$ cat src/rtl/clock_divider_bank.sv
// clock_divider_bank: N_CH toggle-style slow clocks from Fast_Clock, each with a runtime divisor double-buffered to the toggle boundary.
// Latency: Slow_Clock/Tick/Pending are registered and change together on the edge where count reaches the active divisor.
// Backpressure: none; writes always land (out-of-range Wr_Ch ignored). Macro CLKDIV_PHASE_SYNC_EN adds the Sync phase-align input.
module clock_divider_bank #(
  parameter int N_CH        = 4,
  parameter int CNT_W       = 16,
  parameter int DEFAULT_DIV = 2500
) (
  input  logic             Fast_Clock,
  input  logic             Reset,
  input  logic [N_CH-1:0]  Enable,
  input  logic             Wr_En,
  input  logic [3:0]       Wr_Ch,
  input  logic [CNT_W-1:0] Wr_Data,
`ifdef CLKDIV_PHASE_SYNC_EN
  input  logic             Sync,
`endif
  output logic [N_CH-1:0]  Slow_Clock,
  output logic [N_CH-1:0]  Tick,
  output logic [N_CH-1:0]  Pending
);

  localparam logic [CNT_W-1:0] DEF_DIV = CNT_W'(DEFAULT_DIV);

  // Per-channel state: running count, divisor in use, and the staged divisor.
  logic [CNT_W-1:0] count  [N_CH];
  logic [CNT_W-1:0] active [N_CH];
  logic [CNT_W-1:0] shadow [N_CH];

  logic [N_CH-1:0] wr_hit;
  logic [N_CH-1:0] toggle_now;
  logic            sync_req;

`ifdef CLKDIV_PHASE_SYNC_EN
  assign sync_req = Sync;
`else
  // Without the phase-sync option every channel free-runs from its reset phase.
  assign sync_req = 1'b0;
`endif

  // Decode the write target and detect which channels end their half-period this cycle.
  always_comb begin
    wr_hit     = '0;
    toggle_now = '0;
    for (int c = 0; c < N_CH; c++) begin
      wr_hit[c]     = Wr_En && (Wr_Ch == 4'(c));
      toggle_now[c] = Enable[c] && (count[c] >= active[c]);
    end
  end

  // Counting, toggling and divisor hand-over; a write issued after the toggle
  // decision so a same-cycle write stays pending for the following boundary.
  always_ff @(posedge Fast_Clock) begin
    if (Reset) begin
      for (int c = 0; c < N_CH; c++) begin
        count[c]      <= '0;
        active[c]     <= DEF_DIV;
        shadow[c]     <= DEF_DIV;
        Slow_Clock[c] <= 1'b1;
        Tick[c]       <= 1'b0;
        Pending[c]    <= 1'b0;
      end
    end else begin
      for (int c = 0; c < N_CH; c++) begin
        if (sync_req) begin
          count[c]      <= '0;
          Slow_Clock[c] <= 1'b1;
          Tick[c]       <= 1'b0;
          active[c]     <= shadow[c];
          Pending[c]    <= 1'b0;
        end else if (toggle_now[c]) begin
          count[c]      <= '0;
          Slow_Clock[c] <= ~Slow_Clock[c];
          Tick[c]       <= 1'b1;
          active[c]     <= shadow[c];
          Pending[c]    <= 1'b0;
        end else begin
          Tick[c] <= 1'b0;
          if (Enable[c]) begin
            count[c] <= count[c] + CNT_W'(1);
          end
        end
        if (wr_hit[c]) begin
          shadow[c]  <= Wr_Data;
          Pending[c] <= 1'b1;
        end
      end
    end
  end

endmodule

$ cat config.mk
export PLATFORM = sky130hd
export DESIGN_NAME = clock_divider_bank
export DESIGN_NICKNAME = d
export VERILOG_FILES = /design/src/rtl/clock_divider_bank.sv
export SDC_FILE = /design/constraint.sdc
export NUM_CORES = 1
export LEC_CHECK = 0
export CAP_MARGIN = 20
export CORE_MARGIN = 8
export CORE_UTILIZATION = 60
export CTS_BUF_LIST = sky130_fd_sc_hd__clkbuf_4 sky130_fd_sc_hd__clkbuf_8
export CTS_CLUSTER_SIZE = 25
export DETAILED_ROUTE_END_ITERATION = 8
export PLACE_DENSITY = 0.79
export SYNTH_ARGS = -nofsm -noshare
export SYNTH_HDL_FRONTEND = slang
export SYNTH_SLANG_ARGS = --single-unit
$ cat constraint.sdc
create_clock -name Fast_Clock -period 8.5 [get_ports Fast_Clock]
set_input_delay 1.7 -clock Fast_Clock [delete_from_list [all_inputs] [get_ports Fast_Clock]]
set_output_delay 1.7 -clock Fast_Clock [all_outputs]
set_load 0.005 [all_outputs]
# Yosys cells after proc, flatten, opt, wreduce, memory -nomap -nowiden
# Memory sizes are Yosys's and may differ from the RTL's.
# Index checks and enable logic that the tools add are counted.
# W data, S select, Z words.
dict set report classes {
  n_addsub 4
  multipliers 0
  n_div 0
  order_cmp 4
  eq_ne 3
  shifts 0
  muxes 66
  bitwise_logic 20
  reduce_logical 13
}
# cell n
set ops {}
lappend ops {{$mux W16} 16}
lappend ops {{$add A16 B1 Y16 const B} 4}
lappend ops {{$ge A16 B16 Y1} 4}
lappend ops {{$mux W1} 50}
lappend ops {{$or A1 B1 Y1} 16}
lappend ops {{$eq A4 B2 Y1 const B} 2}
lappend ops {{$logic_and A1 B1 Y1} 8}
lappend ops {{$reduce_bool A2 Y1} 4}
lappend ops {{$eq A4 B1 Y1 const B} 1}
lappend ops {{$logic_not A4 Y1} 1}
lappend ops {{$not A1 Y1} 4}
dict set report word_totals {
  register_bits 12
  latchBits 0
  ram_bits 192
  mem_bits_ro 0
  input_bits 27
  memories 3
}
# memory words word_bits rd rd_clocked_by_memory_dff write_ports line
set memory_table {}
lappend memory_table {active 4 16 4 0 4 27} ;# logic [CNT_W-1:0] active [N_CH];
lappend memory_table {count 4 16 4 0 4 26} ;# logic [CNT_W-1:0] count [N_CH];
lappend memory_table {shadow 4 16 4 0 4 28} ;# logic [CNT_W-1:0] shadow [N_CH];

# Longest topological paths before layout
# Gate-level depths: netlist of run 1.
# An unclocked memory read counts as a cell.
dict set report logic_depth {
  ltp_word 8
  ltp_mapped 8
}

# Least setup slack after synthesis of run 1
# OpenSTA, ideal clock, no wires.
dict set report synth_path {
  kind {input-to-reg}
  from {input Wr_Ch[3]}
  to {memory shadow[1][0], enable pin}
  setup_time_ps 411
  arrival_time_ps 3228
  required_ps 8089
  setup_slack_ps 4861
  stages 3
  path_buffers 0
  cell_sequence {nor2_1 > nand3_1 > o21ai_0}
}
# item line
set synth_rtl {}
lappend synth_rtl {{start, declared} 13} ;# input logic [3:0] Wr_Ch,
lappend synth_rtl {{end, declared} 28}

==> results of run 1 <==
==> logic make-up (layout without fill, tap and decap cells) <==
group           Yosys count  count (layout)  synth area share
compound gates           73              73            0.0561
xor+xnor                 56              56            0.0478
fa+ha+maj                68              68            0.0830
buf+inv                 102             193            0.0403
flops                   204             204             0.586
mux                       1               1           0.00110
simple gates            358             358             0.186
==> metal layers <==
metal,global-route usage,wire length [um],share of wire
met3,0.0412,1050,0.053
met2,0.307,9460,0.48
met5,0,0,0
met4,0.0670,469,0.024
met1,0.248,8880,0.45
==> final cells by class <==
| cell class | count | area [um^2] |
|---|---|---|
| fill | 1179 | 5360 |
| timing repair buffer | 49 | 463 |
| inverter | 78 | 293 |
| multi-input combinational | 556 | 3840 |
| tap | 225 | 282 |
| clock inverter | 16 | 134 |
| clock buffer | 50 | 619 |
| sequential | 204 | 6010 |
==> critical path: stages <==
cell,delay (ns)
clkdlybuf4s50_1,0.70
inv_1,0.64
nand2_1,0.54
inv_1,0.22
o211ai_2,0.32
nor2_1,0.21
==> placed cells by master (no fill, tap or decap), types with 2 or more instances in the layout <==
cell / Yosys / routed
o211ai_1: 2 / 2
o211a_1: 3 / 3
clkbuf_4: 0 / 11
nand3_1: 28 / 28
nand2b_1: 11 / 11
buf_4: 2 / 11
clkbuf_8: 0 / 39
and3_1: 26 / 26
a221o_1: 2 / 2
o21ai_1: 3 / 11
and4_1: 5 / 5
and2_1: 53 / 53
nor2_1: 94 / 94
o21ai_0: 16 / 8
a211o_1: 4 / 4
edfxtp_1: 192 / 192
xnor2_1: 20 / 20
xor2_1: 36 / 36
nor3b_1: 33 / 33
a21oi_1: 9 / 9
nor2b_1: 6 / 6
clkdlybuf4s50_1: 0 / 38
ha_1: 68 / 68
nor3_1: 12 / 12
a2111oi_2: 2 / 2
a21o_1: 3 / 3
inv_1: 78 / 78
or3_1: 30 / 30
clkinv_1: 0 / 7
a211oi_1: 11 / 11
o21a_1: 6 / 6
a221oi_4: 2 / 2
nand2_1: 40 / 40
dfxtp_1: 12 / 12
a2111oi_0: 2 / 2
bufinv_16: 0 / 2
clkinv_2: 0 / 4
o211ai_2: 3 / 3
nand4_1: 19 / 19
==> registers in the layout, summed over array words and instances (netlist names) <==
name and flops:
active 64, count 64, shadow 64, Pending 4, Slow_Clock 4, Tick 4
==> power breakdown <==
part / switching (W) / leakage, nW / internal [W]
clock network: 0.000402 / 0.397 / 0.000537
logic: 0.000133 / 2.14 / 0.0000948
registers: 0.0000447 / 2.04 / 0.00117
==> worst min path at each step <==
| stage | startpoint | to | cells after the start |
|---|---|---|---|
| after floorplan | Pending[1]$_SDFFE_PP0P_ | Pending[1]$_SDFFE_PP0P_ | 2 |
| after global placement | Pending[1]$_SDFFE_PP0P_ | Pending[1]$_SDFFE_PP0P_ | 2 |
| after detailed placement | shadow[0][11]$_SDFFCE_PN1P_ | active[0][11]$_SDFFCE_PN1P_ | 1 |
| after CTS | Pending[1]$_SDFFE_PP0P_ | Pending[1]$_SDFFE_PP0P_ | 2 |
| after global routing | shadow[0][11]$_SDFFCE_PN1P_ | active[0][11]$_SDFFCE_PN1P_ | 1 |
| final | shadow[0][11]$_SDFFCE_PN1P_ | active[0][11]$_SDFFCE_PN1P_ | 1 |
==> through the flow <==
stage,total power [W],utilization,setup WS (ns)
finish,0.00239,0.684,4.52
global route,0.00249,0.684,4.36
CTS,0.00240,0.684,4.61
detailed placement,0.00147,0.640,4.03
global placement,0.00146,0.640,4.20
floorplan,0.00138,-,4.86
==> qor_table.md, run 1 <==
| Parameter | This run |
|:---|:---|
| Number of placed I/O pins | 39 |
| Highest net fanout along the worst path | 23 |
| Global-route wire length before repair | 33200 um |
| Area share of the largest cell type after synthesis | 0.562 |
| # setup viols final | 0 |
| Effective utilization at floorplan | 0.603 |
| Worst-case hold slack | 0.512 ns |
| Kind of critical path | in -> reg |
| Combined area of all synthesized cells | 0.0103 mm^2 |
| Number of gates resized after CTS | 0 |
| Routability cong. | 0.810 |
| Critical path endpoint | count[2][5]$_SDFFCE_PN0P_ |
| Buffer cell driving the clock tree root | clkbuf_8 |
| Final non-filler cell area | 0.0116 mm^2 |
| Sequential cell area fraction in the yosys report | 0.586 |
| Via count of the first global-routing pass | 6607 |
| Number of max-slew violations in the final report | 0 |
| Number of vias in the routed layout | 6566 |
| Kind of end point of the critical path | flop |
| Sum of routed wire length over all layers | 19900 um |
| Final-layout setup total negative slack | 0 ns |
| Layout Area Growth over Synthesis | 13.4% |
| Drt first-iter violations | 461 |
| Maximum vdd drop | 139 uV |
| Die ar. | 0.0215 mm^2 |
| Post-CTS Hold Buffers | 0 |
| Tcrit/Tclk final | 0.468 |
| Synth Net Count | 957 |
| Core area | 0.0170 mm^2 |
| Clock period minus worst slack | 3.98 ns |
| Share of layout cells above drive strength 1 | 0.0829 |
| Relative max-transition margin | 0.520 |
| Mean number of vias per cell | 5.57 |
| TritonCTS Buffers | 36 |
| Number of enable flip-flop cells after synthesis | 192 |
| Largest cells by area after synthesis | edfxtp_1 (56%), ha_1 (8.3%), nor2_1 (3.4%), and2_1 (3.2%), xor2_1 (3.1%) |
| Horizontal die dimension | 147 um |
| CTS Buffer Depth | 3 |
| Largest area contributor in the netlist | edfxtp_1 |
| Dpl hpwl | 14100 um |
| Setup fix buffers added after clock tree synthesis | 0 |
| Average instance area after synthesis | 11.9 um^2 |
| Number of antenna violations at the first check in global routing | 1 |
| Number of diodes added for antenna fixing | 0 |
| Cell area reported after detailed placement | 0.0109 mm^2 |
| Number of placement rows | 48 |
| Number of warning messages in the yosys log | 0 |
| Chip height | 147 um |
| Clock slew seen by the registers of the worst setup and hold paths | 0.06 ns |
| Cell count after placement | 1111 |
| Critical path data required time | 8.88 ns |
| Number of cells in the finished layout apart from fillers | 1178 |
| Most frequent cell after synthesis | edfxtp_1 |
| Final global-route overflow total | 0 |
| Largest net degree at the start of global routing | 24 |
| Max-cap violations | 0 |
| Netlist cell types | 43 |
| CP startpoint | Reset |
| Arrival @ worst endpoint | 4.36 ns |
| Reg2Reg Capture Point | active[2][1]$_SDFFCE_PN0P_ |
| Clock tree from TritonCTS | built |
| Critical path launch point type | input pin |
| Unrepaired setup endpoints after global routing | false |
| Overall Global Routing Usage | 0.190 |
| Worst Clk Skew | 0.0249 ns |
| Cell count after synthesis | 862 |
| Commonest cells in the synthesized netlist | edfxtp_1 (192), nor2_1 (94), inv_1 (78) |
| Fraction of registers with async set or reset after synthesis | 0 |
| Routed wirelength normalized by instance count | 16.9 um |
| Fin. Hold Viols | 0 |
| NumNets Final | 1020 |
| Worst R2R Start | count[2][2]$_SDFFCE_PN0P_ |
| Achievable Freq | 251 MHz |
| Clock sink count | 204 |
| Post-route antenna net violation count | 0 |
| Power density relative to cell area | 205 mW/mm^2 |
| Register-to-Register Path Depth | 7 |
| Number of H-tree branching levels | 2 |
| Slew at the pin closest to its max-slew limit | 0.716 ns |
| Ys flop type | edfxtp_1 |
| Static power due to leakage | 4.57 nW |
| Number of synthesized register bits | 204 |
| Number of remaining DRC errors | 0 |
| Outcome | completed |
| Type of the worst min-delay path | reg -> reg |
| Clock latency of the later-clocked register in the worst-skew pair | 0.53 ns |
| Reg-to-reg slack, setup | 5.35 ns |
| Number of I/O port buffers | 38 |
| Number of optimization iterations in the first detailed-route pass | 6 |
No activity file was read; power rests on OpenSTA's default activity.
==> inputs of run 2 (changes only) <==
==> constraint.sdc (replaced) <==
create_clock -name Fast_Clock -period 3.8 [get_ports Fast_Clock]
set_input_delay 0.76 -clock Fast_Clock [delete_from_list [all_inputs] [get_ports Fast_Clock]]
set_output_delay 0.76 -clock Fast_Clock [all_outputs]
set_load 0.005 [all_outputs]
==> qor_table.md, run 2 (same netlist as run 1, synthesis figures left out) <==
| Parameter | This run | vs previous |
|:---|:---|:---|
| Clock tree from TritonCTS | built |  |
| Reg-to-reg slack, setup | 0.83 ns | -4.52 ns |
| Registers with the most flip-flops | active: 64 flops, count: 64 flops, shadow: 64 flops |  |
| NumNets Final | 1023 | +0.29% |
| Number of diodes added for antenna fixing | 0 | unchanged |
| Slew at the pin closest to its max-slew limit | 0.727 ns | +0.0115 ns |
| CTS Buffer Depth | 3 | unchanged |
| Achievable Freq | 337 MHz |  |
| Via count of the first global-routing pass | 6714 | +1.6% |
| Number of I/O port buffers | 38 | unchanged |
| # setup viols final | 0 | unchanged |
| Number of vias in the routed layout | 6533 | -0.50% |
| Clock sink count | 204 | unchanged |
| Filler cells | 1234 | +4.7% |
| Critical path launch point type | flop |  |
| Kind of critical path | reg -> reg |  |
| Sum of routed wire length over all layers | 19900 um | +0.37% |
| Clock period minus worst slack | 2.97 ns |  |
| Register-to-Register Path Depth | 7 | unchanged |
| Critical path data required time | 4.04 ns | -4.84 ns |
| Horizontal die dimension | 147 um | unchanged |
| Dpl hpwl | 14200 um | +0.59% |
| Unrepaired setup endpoints after global routing | false |  |
| Core area | 0.0170 mm^2 | unchanged |
| Utilization after layout | 0.685 | about the same |
| Type of the worst min-delay path | reg -> reg |  |
| Max-cap violations | 0 | unchanged |
| Relative max-transition margin | 0.512 | -0.00774 |
| Number of max-slew violations in the final report | 0 | unchanged |
| Number of optimization iterations in the first detailed-route pass | 5 | -1 |
| Worst setup slack before clock tree synthesis | 0.829 ns | -3.20 ns |
| Reg2Reg Capture Point | active[0][2]$_SDFFCE_PN1P_ |  |
| Final-layout setup total negative slack | 0 ns | unchanged |
| Share of layout cells above drive strength 1 | 0.0850 | +0.00210 |
| Drt first-iter violations | 443 | -3.9% |
| Global-route wire length before repair | 32600 um | -1.6% |
| Clock slew seen by the registers of the worst setup and hold paths | 0.06 ns | about the same |
| Chip height | 147 um | unchanged |
| Largest net degree at the start of global routing | 21 | -13% |
| Number of H-tree branching levels | 2 | unchanged |
| Power density relative to cell area | 453 mW/mm^2 | +120% |
| Overall Global Routing Usage | 0.186 | -0.00330 |
| Buffer cell driving the clock tree root | clkbuf_8 |  |
| Highest net fanout along the worst path | 20 | -13% |
| Layout Area Growth over Synthesis | 13.5% | about the same |
| Number of gates resized after CTS | 0 | unchanged |
| Routed wirelength normalized by instance count | 16.9 um | +0.37% |
| Mean number of vias per cell | 5.55 | -0.50% |
| Routability cong. | 0.770 | -5.0% |
| Clock latency of the later-clocked register in the worst-skew pair | 0.51 ns | -0.02 ns |
| Post-CTS Hold Buffers | 0 | unchanged |
| Number of antenna violations at the first check in global routing | 0 | -1 |
| Maximum vdd drop | 325 uV | +130% |
| Setup fix buffers added after clock tree synthesis | 0 | unchanged |
| Effective utilization at floorplan | 0.603 | unchanged |
| Number of placement rows | 48 | unchanged |
| Static power due to leakage | 4.58 nW | +0.11% |
| Die ar. | 0.0215 mm^2 | unchanged |
| Number of placed I/O pins | 39 | unchanged |
| Number of remaining DRC errors | 0 | unchanged |
| Hold-critical path depth | 2 | +1 |
| Kind of end point of the critical path | flop |  |
| Fin. Hold Viols | 0 | unchanged |
| Uppermost layer routed | met4 |  |
| Commonest non-fill, non-tap cell in the layout | edfxtp_1 |  |
| Least setup slack across all paths after layout | 0.832 ns | -3.69 ns |
| Worst Clk Skew | 0.0167 ns | -0.00823 ns |
| Post-route antenna net violation count | 0 | unchanged |
| Worst R2R Start | count[0][14]$_SDFFCE_PN0P_ |  |
| TritonCTS Buffers | 35 | -2.8% |
| Origin of the worst min-delay path | Pending[1]$_SDFFE_PP0P_ |  |
| Sum of met2 wire segment lengths after detailed routing | 9720 um | +2.7% |
| DRT met1 WL | 8520 um | -4.1% |
| Final global-route overflow total | 0 | unchanged |
| Tcrit/Tclk final | 0.781 |  |
| Arrival @ worst endpoint | 3.21 ns | -1.15 ns |
| Commonest non-fill, non-tap cells in the layout | edfxtp_1 (192), nor2_1 (94), inv_1 (78) |  |
| End of the worst hold path | Pending[1]$_SDFFE_PP0P_ |  |
| Routed wire length on met3 | 1320 um | +25% |
| Outcome | completed |  |
[run 2: worst max-delay path, cell delays in order, from the launching register on]
cell	delay [ns]
edfxtp_1	0.44
ha_1	0.35
a21oi_1	0.17
nand2_1	0.08
a221oi_1	0.64
o21a_1	0.66
o21ai_1	0.13
buf_4	0.23
[run 2: how the worst max path moves through the flow]
stage | cells past startpoint | from | end | slack, ns
after floorplan | 6 | count[2][14]$_SDFFCE_PN0P_ | active[2][0]$_SDFFCE_PN0P_ | 0.65
after detailed placement | 6 | Reset | count[1][0]$_SDFFCE_PN0P_ | 0.83
after global placement | 6 | count[3][15]$_SDFFCE_PN0P_ | active[3][5]$_SDFFCE_PN0P_ | 0.82
final | 7 | count[0][14]$_SDFFCE_PN0P_ | active[0][2]$_SDFFCE_PN1P_ | 0.83
after CTS | 7 | count[2][2]$_SDFFCE_PN0P_ | active[2][0]$_SDFFCE_PN0P_ | 0.83
after global routing | 7 | count[2][2]$_SDFFCE_PN0P_ | active[2][1]$_SDFFCE_PN0P_ | 0.54
[run 2: layer usage]
layer | vias to the layer above | global-route usage
met4 | 0 | 0.0634
met3 | 31 | 0.0501
li1 | 3217 | -
met1 | 3109 | 0.229
met5 | - | 0
met2 | 176 | 0.312
[run 2: where the power goes]
| part | switching [W] | internal, W |
|---|---|---|
| registers | 0.0000969 | 0.00262 |
| logic | 0.000304 | 0.000217 |
| clock network | 0.000871 | 0.00116 |
| total | 0.00127 | 0.00400 |
[run 2: per-stage QoR]
step / hold slack [ns] / area [um^2] / std cells / total power (W)
2_1_floorplan: 0.458 / 10300 / 862 / 0.00309
3_3_place_gp: 0.474 / 10900 / 1114 / 0.00326
3_5_place_dp: 0.489 / 10900 / 1115 / 0.00329
4_1_cts: 0.500 / 11600 / 1177 / 0.00532
5_1_grt: 0.531 / 11600 / 1178 / 0.00548
6_report: 0.495 / 11600 / 1178 / 0.00527
[run 2: layout make-up]
cell class                      instances  area [um^2]  area share
Clock buffer                           50          644      0.0554
Multi-Input combinational cell        556         3840       0.330
Clock inverter                         12         81.3     0.00699
Tap cell                              225          282      0.0242
Timing Repair Buffer                   53          493      0.0424
Sequential cell                       204         6010       0.516
Inverter                               78          293      0.0252
